==> src/rtl/store_responder_pkg.sv <==
// Shared store-channel types and helpers: access width, responder state,
// byte-strobe and misalignment functions for the store path.
package store_responder_pkg;

    typedef enum logic [1:0] {
        BYTE      = 2'd0,
        HALF_WORD = 2'd1,
        WORD      = 2'd2
    } store_width_t;

    typedef enum logic [1:0] {
        IDLE    = 2'd0,
        WRITE   = 2'd1,
        RESPOND = 2'd2
    } store_resp_state_t;

    function automatic logic [3:0] store_strobe(
        input store_width_t width,
        input logic [1:0]   offset
    );
        logic [3:0] strobe;
        unique case (width)
            BYTE:      strobe = 4'b0001 << offset;
            HALF_WORD: strobe = offset[1] ? 4'b1100 : 4'b0011;
            WORD:      strobe = 4'b1111;
            default:   strobe = 4'b0000;
        endcase
        return strobe;
    endfunction

    function automatic logic store_misaligned(
        input store_width_t width,
        input logic [1:0]   offset
    );
        logic bad;
        unique case (width)
            HALF_WORD: bad = offset[0];
            WORD:      bad = |offset;
            default:   bad = 1'b0;
        endcase
        return bad;
    endfunction

endpackage

==> src/rtl/store_interface.sv <==
// Store channel between the cache store controller (master) and the
// memory-side responder (slave): one-cycle request, one-cycle done.
interface store_interface;
    import store_responder_pkg::*;

    logic         request;
    logic [31:0]  address;
    store_width_t width;
    logic [31:0]  data;
    logic         done;

    modport master (
        output request,
        output address,
        output width,
        output data,
        input  done
    );

    modport slave (
        input  request,
        input  address,
        input  width,
        input  data,
        output done
    );

endinterface

==> src/rtl/store_watchdog.sv <==
// Saturating cycle counter. Ports: clk_i, rst_i (sync, active-high),
// clear, enable, expired. LIMIT = 0 disables expiry.
module store_watchdog #(
    parameter int LIMIT = 64
) (
    input  logic clk_i,
    input  logic rst_i,
    input  logic clear,
    input  logic enable,
    output logic expired
);

    localparam int CW = (LIMIT > 0) ? $clog2(LIMIT + 1) : 1;
    localparam logic [CW-1:0] LAST = (LIMIT > 0) ? CW'(LIMIT - 1) : '0;
    localparam logic [CW-1:0] MAX  = CW'(LIMIT);

    logic [CW-1:0] count_q;

    always_ff @(posedge clk_i) begin
        if (rst_i || clear) begin
            count_q <= '0;
        end else if (enable && (count_q != MAX)) begin
            count_q <= count_q + CW'(1);
        end
    end

    // count_q holds the enabled cycles already elapsed, so the LIMIT-th
    // enabled cycle is the one that sees count_q == LIMIT-1.
    assign expired = (LIMIT != 0) && enable && (count_q >= LAST);

endmodule

==> src/rtl/store_responder.sv <==
// Memory-side store responder: latches one store, checks alignment and
// issues a single word-aligned, byte-strobed write, then pulses done.
// Ports: clk_i, rst_i (sync, active-high), store_channel (slave),
// mem_write_o/address/data/strobe, mem_ready_i, error_o (qualifies done).
module store_responder
    import store_responder_pkg::*;
#(
    parameter int TIMEOUT_CYCLES = 64
) (
    input  logic         clk_i,
    input  logic         rst_i,
    store_interface.slave store_channel,
    output logic         mem_write_o,
    output logic [31:0]  mem_address_o,
    output logic [31:0]  mem_data_o,
    output logic [3:0]   mem_strobe_o,
    input  logic         mem_ready_i,
    output logic         error_o
);

    store_resp_state_t state_q, state_d;

    logic [31:0] addr_q, addr_d;
    logic [31:0] data_q, data_d;
    logic [3:0]  strobe_q, strobe_d;
    logic        write_q, write_d;
    logic        done_q, done_d;
    logic        error_q, error_d;

    logic        req_misaligned;
    logic [3:0]  req_strobe;
    logic        wd_expired;

    store_watchdog #(
        .LIMIT (TIMEOUT_CYCLES)
    ) u_watchdog (
        .clk_i   (clk_i),
        .rst_i   (rst_i),
        .clear   (state_q != WRITE),
        .enable  (state_q == WRITE),
        .expired (wd_expired)
    );

    always_ff @(posedge clk_i) begin
        if (rst_i) begin
            state_q  <= IDLE;
            addr_q   <= '0;
            data_q   <= '0;
            strobe_q <= '0;
            write_q  <= 1'b0;
            done_q   <= 1'b0;
            error_q  <= 1'b0;
        end else begin
            state_q  <= state_d;
            addr_q   <= addr_d;
            data_q   <= data_d;
            strobe_q <= strobe_d;
            write_q  <= write_d;
            done_q   <= done_d;
            error_q  <= error_d;
        end
    end

    always_comb begin
        req_misaligned = store_misaligned(store_channel.width,
                                          store_channel.address[1:0]);
        req_strobe     = store_strobe(store_channel.width,
                                      store_channel.address[1:0]);
        state_d  = state_q;
        addr_d   = addr_q;
        data_d   = data_q;
        strobe_d = strobe_q;
        write_d  = write_q;
        done_d   = 1'b0;
        error_d  = 1'b0;

        unique case (state_q)
            IDLE: begin
                if (store_channel.request) begin
                    addr_d = {store_channel.address[31:2], 2'b00};
                    if (req_misaligned) begin
                        done_d  = 1'b1;
                        error_d = 1'b1;
                        state_d = RESPOND;
                    end else begin
                        data_d   = store_channel.data;
                        strobe_d = req_strobe;
                        write_d  = 1'b1;
                        state_d  = WRITE;
                    end
                end
            end
            WRITE: begin
                // Ready takes priority over an expiry in the same cycle.
                if (mem_ready_i || wd_expired) begin
                    data_d   = '0;
                    strobe_d = '0;
                    write_d  = 1'b0;
                    done_d   = 1'b1;
                    error_d  = !mem_ready_i;
                    state_d  = RESPOND;
                end
            end
            RESPOND: begin
                state_d = IDLE;
            end
            default: begin
                state_d  = IDLE;
                data_d   = '0;
                strobe_d = '0;
                write_d  = 1'b0;
            end
        endcase
    end

    assign store_channel.done = done_q;
    assign error_o            = error_q;
    assign mem_write_o        = write_q;
    assign mem_address_o      = addr_q;
    assign mem_data_o         = data_q;
    assign mem_strobe_o       = strobe_q;

endmodule

==> src/flat_wrapper.sv <==
// flat-port wrapper written by rule: the top's interface ports become plain ports
module store_responder_flat import store_responder_pkg::*;
#(
    parameter int TIMEOUT_CYCLES = 64
)
  (clk_i, rst_i, mem_write_o, mem_address_o, mem_data_o, mem_strobe_o, mem_ready_i, error_o, store_channel_request, store_channel_address, store_channel_width, store_channel_data, store_channel_done);
  store_interface store_channel_i ();
  input  logic clk_i;
  input  logic rst_i;
  output logic mem_write_o;
  output logic [31:0] mem_address_o;
  output logic [31:0] mem_data_o;
  output logic [3:0] mem_strobe_o;
  input  logic mem_ready_i;
  output logic error_o;
  input wire logic [$bits(store_channel_i.request)-1:0] store_channel_request;
  input wire logic [$bits(store_channel_i.address)-1:0] store_channel_address;
  input wire logic [$bits(store_channel_i.width)-1:0] store_channel_width;
  input wire logic [$bits(store_channel_i.data)-1:0] store_channel_data;
  output wire logic [$bits(store_channel_i.done)-1:0] store_channel_done;
  assign store_channel_i.request = store_channel_request;
  assign store_channel_i.address = store_channel_address;
  assign store_channel_i.width = store_channel_width;
  assign store_channel_i.data = store_channel_data;
  assign store_channel_done = store_channel_i.done;
  store_responder #(.TIMEOUT_CYCLES(TIMEOUT_CYCLES)) u_core (.clk_i(clk_i), .rst_i(rst_i), .store_channel(store_channel_i), .mem_write_o(mem_write_o), .mem_address_o(mem_address_o), .mem_data_o(mem_data_o), .mem_strobe_o(mem_strobe_o), .mem_ready_i(mem_ready_i), .error_o(error_o));
endmodule
==> config.mk <==
export PLATFORM = sky130hd
export DESIGN_NAME = store_responder_flat
export DESIGN_NICKNAME = d
export VERILOG_FILES = /design/src/rtl/store_responder_pkg.sv /design/src/rtl/store_interface.sv /design/src/rtl/store_watchdog.sv /design/src/rtl/store_responder.sv /design/src/flat_wrapper.sv
export SDC_FILE = /design/constraint.sdc
export NUM_CORES = 1
export LEC_CHECK = 0
export CAP_MARGIN = 5
export CORE_MARGIN = 3
export CORE_UTILIZATION = 38
export CTS_CLUSTER_SIZE = 14
export DETAILED_ROUTE_END_ITERATION = 8
export PLACE_DENSITY = 0.76
export SYNTH_ARGS = -nofsm -noshare
export SYNTH_HDL_FRONTEND = slang
export SYNTH_SLANG_ARGS = --single-unit
==> constraint.sdc <==
create_clock -name clk_i -period 2 [get_ports clk_i]
set_clock_uncertainty 0.1 [all_clocks]
set_input_delay 0.5 -clock clk_i [delete_from_list [all_inputs] [get_ports clk_i]]
set_output_delay 0.5 -clock clk_i [all_outputs]
set_load 0.02 [all_outputs]
==> tab_implementation.tex <==
\begin{tabular}{lr}
\hline
Metric & Value \\
\hline
\multicolumn{2}{l}{\textbf{Detailed routing}} \\
Number of vias per cell & 5.02 \\
Average wire per cell in the routed design & 14.8 um \\
Final wirelength & roughly 9.5 mm \\
Vias & 3216 \\
First-pass iteration count of the detailed router & 4 \\
Post-route DRC violation count & 0 \\
Starting DRC count in detailed routing & 86 \\
Antenna Nets Post-Route & 0 \\
\multicolumn{2}{l}{\textbf{Setup path}} \\
Worst Setup Start Kind & input pin \\
Origin of the critical flop-to-flop path & u\_core.u\_watchdog.count\_q[1] \\
Data arrival time of the critical path & about 2100 ps \\
Maximum fanout count along the critical path & 20 \\
Type of the worst setup path & input pin to register \\
Endpoint required time on the critical path & between 2000 and 2500 ps \\
Worst Reg-to-Reg Cells & 7 \\
Worst-case register-to-register setup slack & 220 ps \\
Element type at the critical path end & register \\
Reg2Reg Capture Point & u\_core.mem\_data\_o[13] \\
\multicolumn{2}{l}{\textbf{CTS}} \\
Clk root buf & clkbuf\_8 \\
Sinks on Clock Net & 78 \\
Worst-Skew Late Latency & 340 ps \\
CTS tree & built \\
H-tree depth & 3 \\
TritonCTS buffer count & 9 \\
Clock Tree Buf Depth & 2 \\
Post-CTS Hold Fix Bufs & 0 \\
Clock-pin transition on the worst setup and hold timing paths & about 80 ps \\
\multicolumn{2}{l}{\textbf{Finish}} \\
Most common cell after layout, fill and taps aside & clkdlybuf4s50\_1 \\
Share of cells above drive strength 1 & 12.1\% \\
Number of antenna diodes & 0 \\
Final-layout fill cell count & 719 \\
Most used cells in the layout excluding fill and tap cells & clkdlybuf4s50\_1 (135), nand2\_1 (77), dfxtp\_1 (77), a21oi\_1 (54), buf\_4 (23) \\
Layout Utilization & 63.3\% \\
Synth-to-Final Area Change & 60.2\% \\
Number of nets in the final layout & around 600 \\
\multicolumn{2}{l}{\textbf{Placement}} \\
Routability congestion estimate from global placement & roughly 0.87 \\
I/O Buffers & 138 \\
Post-detailed-placement half-perimeter wirelength & 6.61 mm \\
Minimum setup slack after placement & -516 ps \\
\multicolumn{2}{l}{\textbf{Synthesis}} \\
Yosys cell types & 38 \\
Number of synthesized flops with an enable pin & 0 \\
Main synth FF type & dfxtp\_1 \\
Seq cells post-synth & 78 \\
Share of async-settable or async-resettable flops after synthesis & 0\% \\
Synth Instances & 383 \\
Post-Synthesis Mean Instance Area & 8.56 sq um \\
Seq/Total Area, Yosys & $\sim$48\% \\
Number of synthesis warnings & 0 \\
Synthesized cell area & roughly 3300 sq um \\
\multicolumn{2}{l}{\textbf{STA}} \\
Setup tns final & 0 ps \\
Maximum clock frequency & 515 MHz \\
Setup Viol. Count Final & 0 \\
Worst setup slack after layout & 59.1 ps \\
Part of the cycle the worst path needs & 97.0\% \\
Final period demand of the worst path & 1940 ps \\
Setup repair after global routing missed its margin & false \\
Final max-slew violation count & 0 \\
Total count of hold-check failures in the final report & 0 \\
\multicolumn{2}{l}{\textbf{Job}} \\
Total of max-cap violations & 0 \\
\multicolumn{2}{l}{\textbf{Die}} \\
Die width & 98.9 um \\
Core Area & 8300 sq um \\
Std-Cell Rows & 33 \\
Initial core utilization & 39.5\% \\
Chip Height & 98.9 um \\
Die area & 9780 sq um \\
Top-level port count & 141 \\
\multicolumn{2}{l}{\textbf{GRT}} \\
Pin count of the biggest net entering global routing & 31 \\
Total track usage & 18.5\% \\
Number of global-route vias before repair & around 3200 \\
Global-route wire length before repair & 14.9 mm \\
Final global-route overflow total & 0 \\
Antenna violations before repair & 0 \\
\multicolumn{2}{l}{\textbf{Power}} \\
Cell Pwr Density & 790 nW/um\^{}2 \\
Leakage & between 0.002 and 0.0025 uW \\
Peak supply drop & 0.358 mV \\
Post-layout total power & just over 4000 uW \\
\multicolumn{2}{l}{\textbf{Min path}} \\
Hold-critical path endpoint & u\_core.mem\_address\_o[5] \\
Number of stages on the worst hold path & 2 \\
Min-delay src & u\_core.mem\_address\_o[5] \\
Hold Crit Class & register to register \\
\multicolumn{2}{l}{\textbf{Run status}} \\
Result of the run & completed \\
\hline
\end{tabular}
-- cells by family (layout without fill, tap and decap cells) --
family	Yosys count	count (layout)	synth area share, %
multiplexers	18	18	5.50
flip-flops	78	78	47.6
AO/OA/AOI/OAI	88	88	15.5
XOR/XNOR	5	5	1.34
AND/OR/NAND/NOR	148	148	22.0
adder cells (fa/ha/maj)	6	6	2.29
other	1	2	0.114
buffers and inverters	39	191	5.65
-- cells in the mapped netlist, types with 2 or more instances --
master	n	area share [%]
a21boi_0	2	0.46
a21oi_1	54	8.2
a31oi_1	2	0.38
buf_2	7	1.1
buf_4	3	0.69
clkbuf_1	21	2.4
dfxtp_1	78	48
ha_1	6	2.3
inv_1	6	0.69
mux2i_1	18	5.5
nand2_1	77	8.8
nand2b_1	19	3.6
nand3_1	6	0.92
nand3b_1	2	0.46
nand4_1	20	3.8
nor2_1	11	1.3
nor3_1	4	0.61
o21ai_0	6	0.92
o31ai_1	19	4.4
xor2_1	4	1.1
-- registers in the layout, indices dropped and copies added, names as in the netlist --
signal,flops
u_core.mem_address_o,30
u_core.mem_data_o,32
u_core.error_o,1
u_core.mem_write_o,1
u_core.store_channel.done,1
u_core.u_watchdog.count_q,7
u_core.state_q,2
u_core.mem_strobe_o,4
-- what timing repair did --
item,4_1_cts,5_1_grt
resized for setup,8,13
setup buffers,5,0
gates cloned,1,0
setup endpoints to repair,37,37
pin swaps,3,3
-- routing by layer --
| layer | GRT usage, % | vias to the layer above | wire (um) |
|---|---|---|---|
| met3 | 3.96 | 17 | 632 |
| met4 | 7.04 | 0 | 186 |
| met1 | 22.4 | 1485 | 3960 |
| li1 | - | 1605 | - |
| met2 | 32.2 | 109 | 4720 |
| met5 | 0 | - | 0 |
-- area by class of cell --
type | count | area (sq um) | area share [%]
clock inverters | 5 | 83.8 | 1.60
repair buffers | 169 | 1710 | 32.5
inverters | 6 | 22.5 | 0.429
multi-input cells | 267 | 1610 | 30.7
clock buffers | 11 | 131 | 2.50
flip-flops and latches | 78 | 1560 | 29.8
well taps | 105 | 131 | 2.50
-- worst max path at each step --
stage | end | from | cells after the start
6_report | u_core.mem_write_o | store_channel_width[1] | 10
5_1_grt | u_core.mem_data_o[21] | store_channel_width[0] | 9
4_1_cts | mem_data_o[24] | u_core.mem_data_o[24] | 1
3_5_place_dp | u_core.mem_data_o[24] | store_channel_width[0] | 8
3_3_place_gp | u_core.mem_data_o[9] | store_channel_width[0] | 8
2_1_floorplan | u_core.mem_data_o[16] | store_channel_width[0] | 8
-- per-stage QoR --
stage | std cells | hold WS (ps) | cell area [sq um]
after floorplan | 384 | 398 | 3280
after global placement | 619 | 342 | 4900
after detailed placement | 619 | 346 | 4900
after CTS | 641 | 357 | 5200
after global routing | 641 | 383 | 5250
final | 641 | 355 | 5250
-- power breakdown --
| part | leakage, uW | total, uW | switching, uW | internal, uW |
|---|---|---|---|---|
| clock network | 0.0000998 | 1270 | 565 | 706 |
| registers | 0.000640 | 1750 | 73.7 | 1680 |
| logic | 0.00126 | 1120 | 549 | 575 |
| total | 0.00200 | 4150 | 1190 | 2960 |
-- worst max-delay path, stage by stage --
cell	delay (ps)
dlygate4sd2_1	230
inv_2	60
ha_4	270
o211ai_1	120
buf_4	160
buf_4	120
a31o_2	240
buf_12	150
a31oi_1	170
nor2_1	50
No activity file was read; power rests on OpenSTA's default activity.
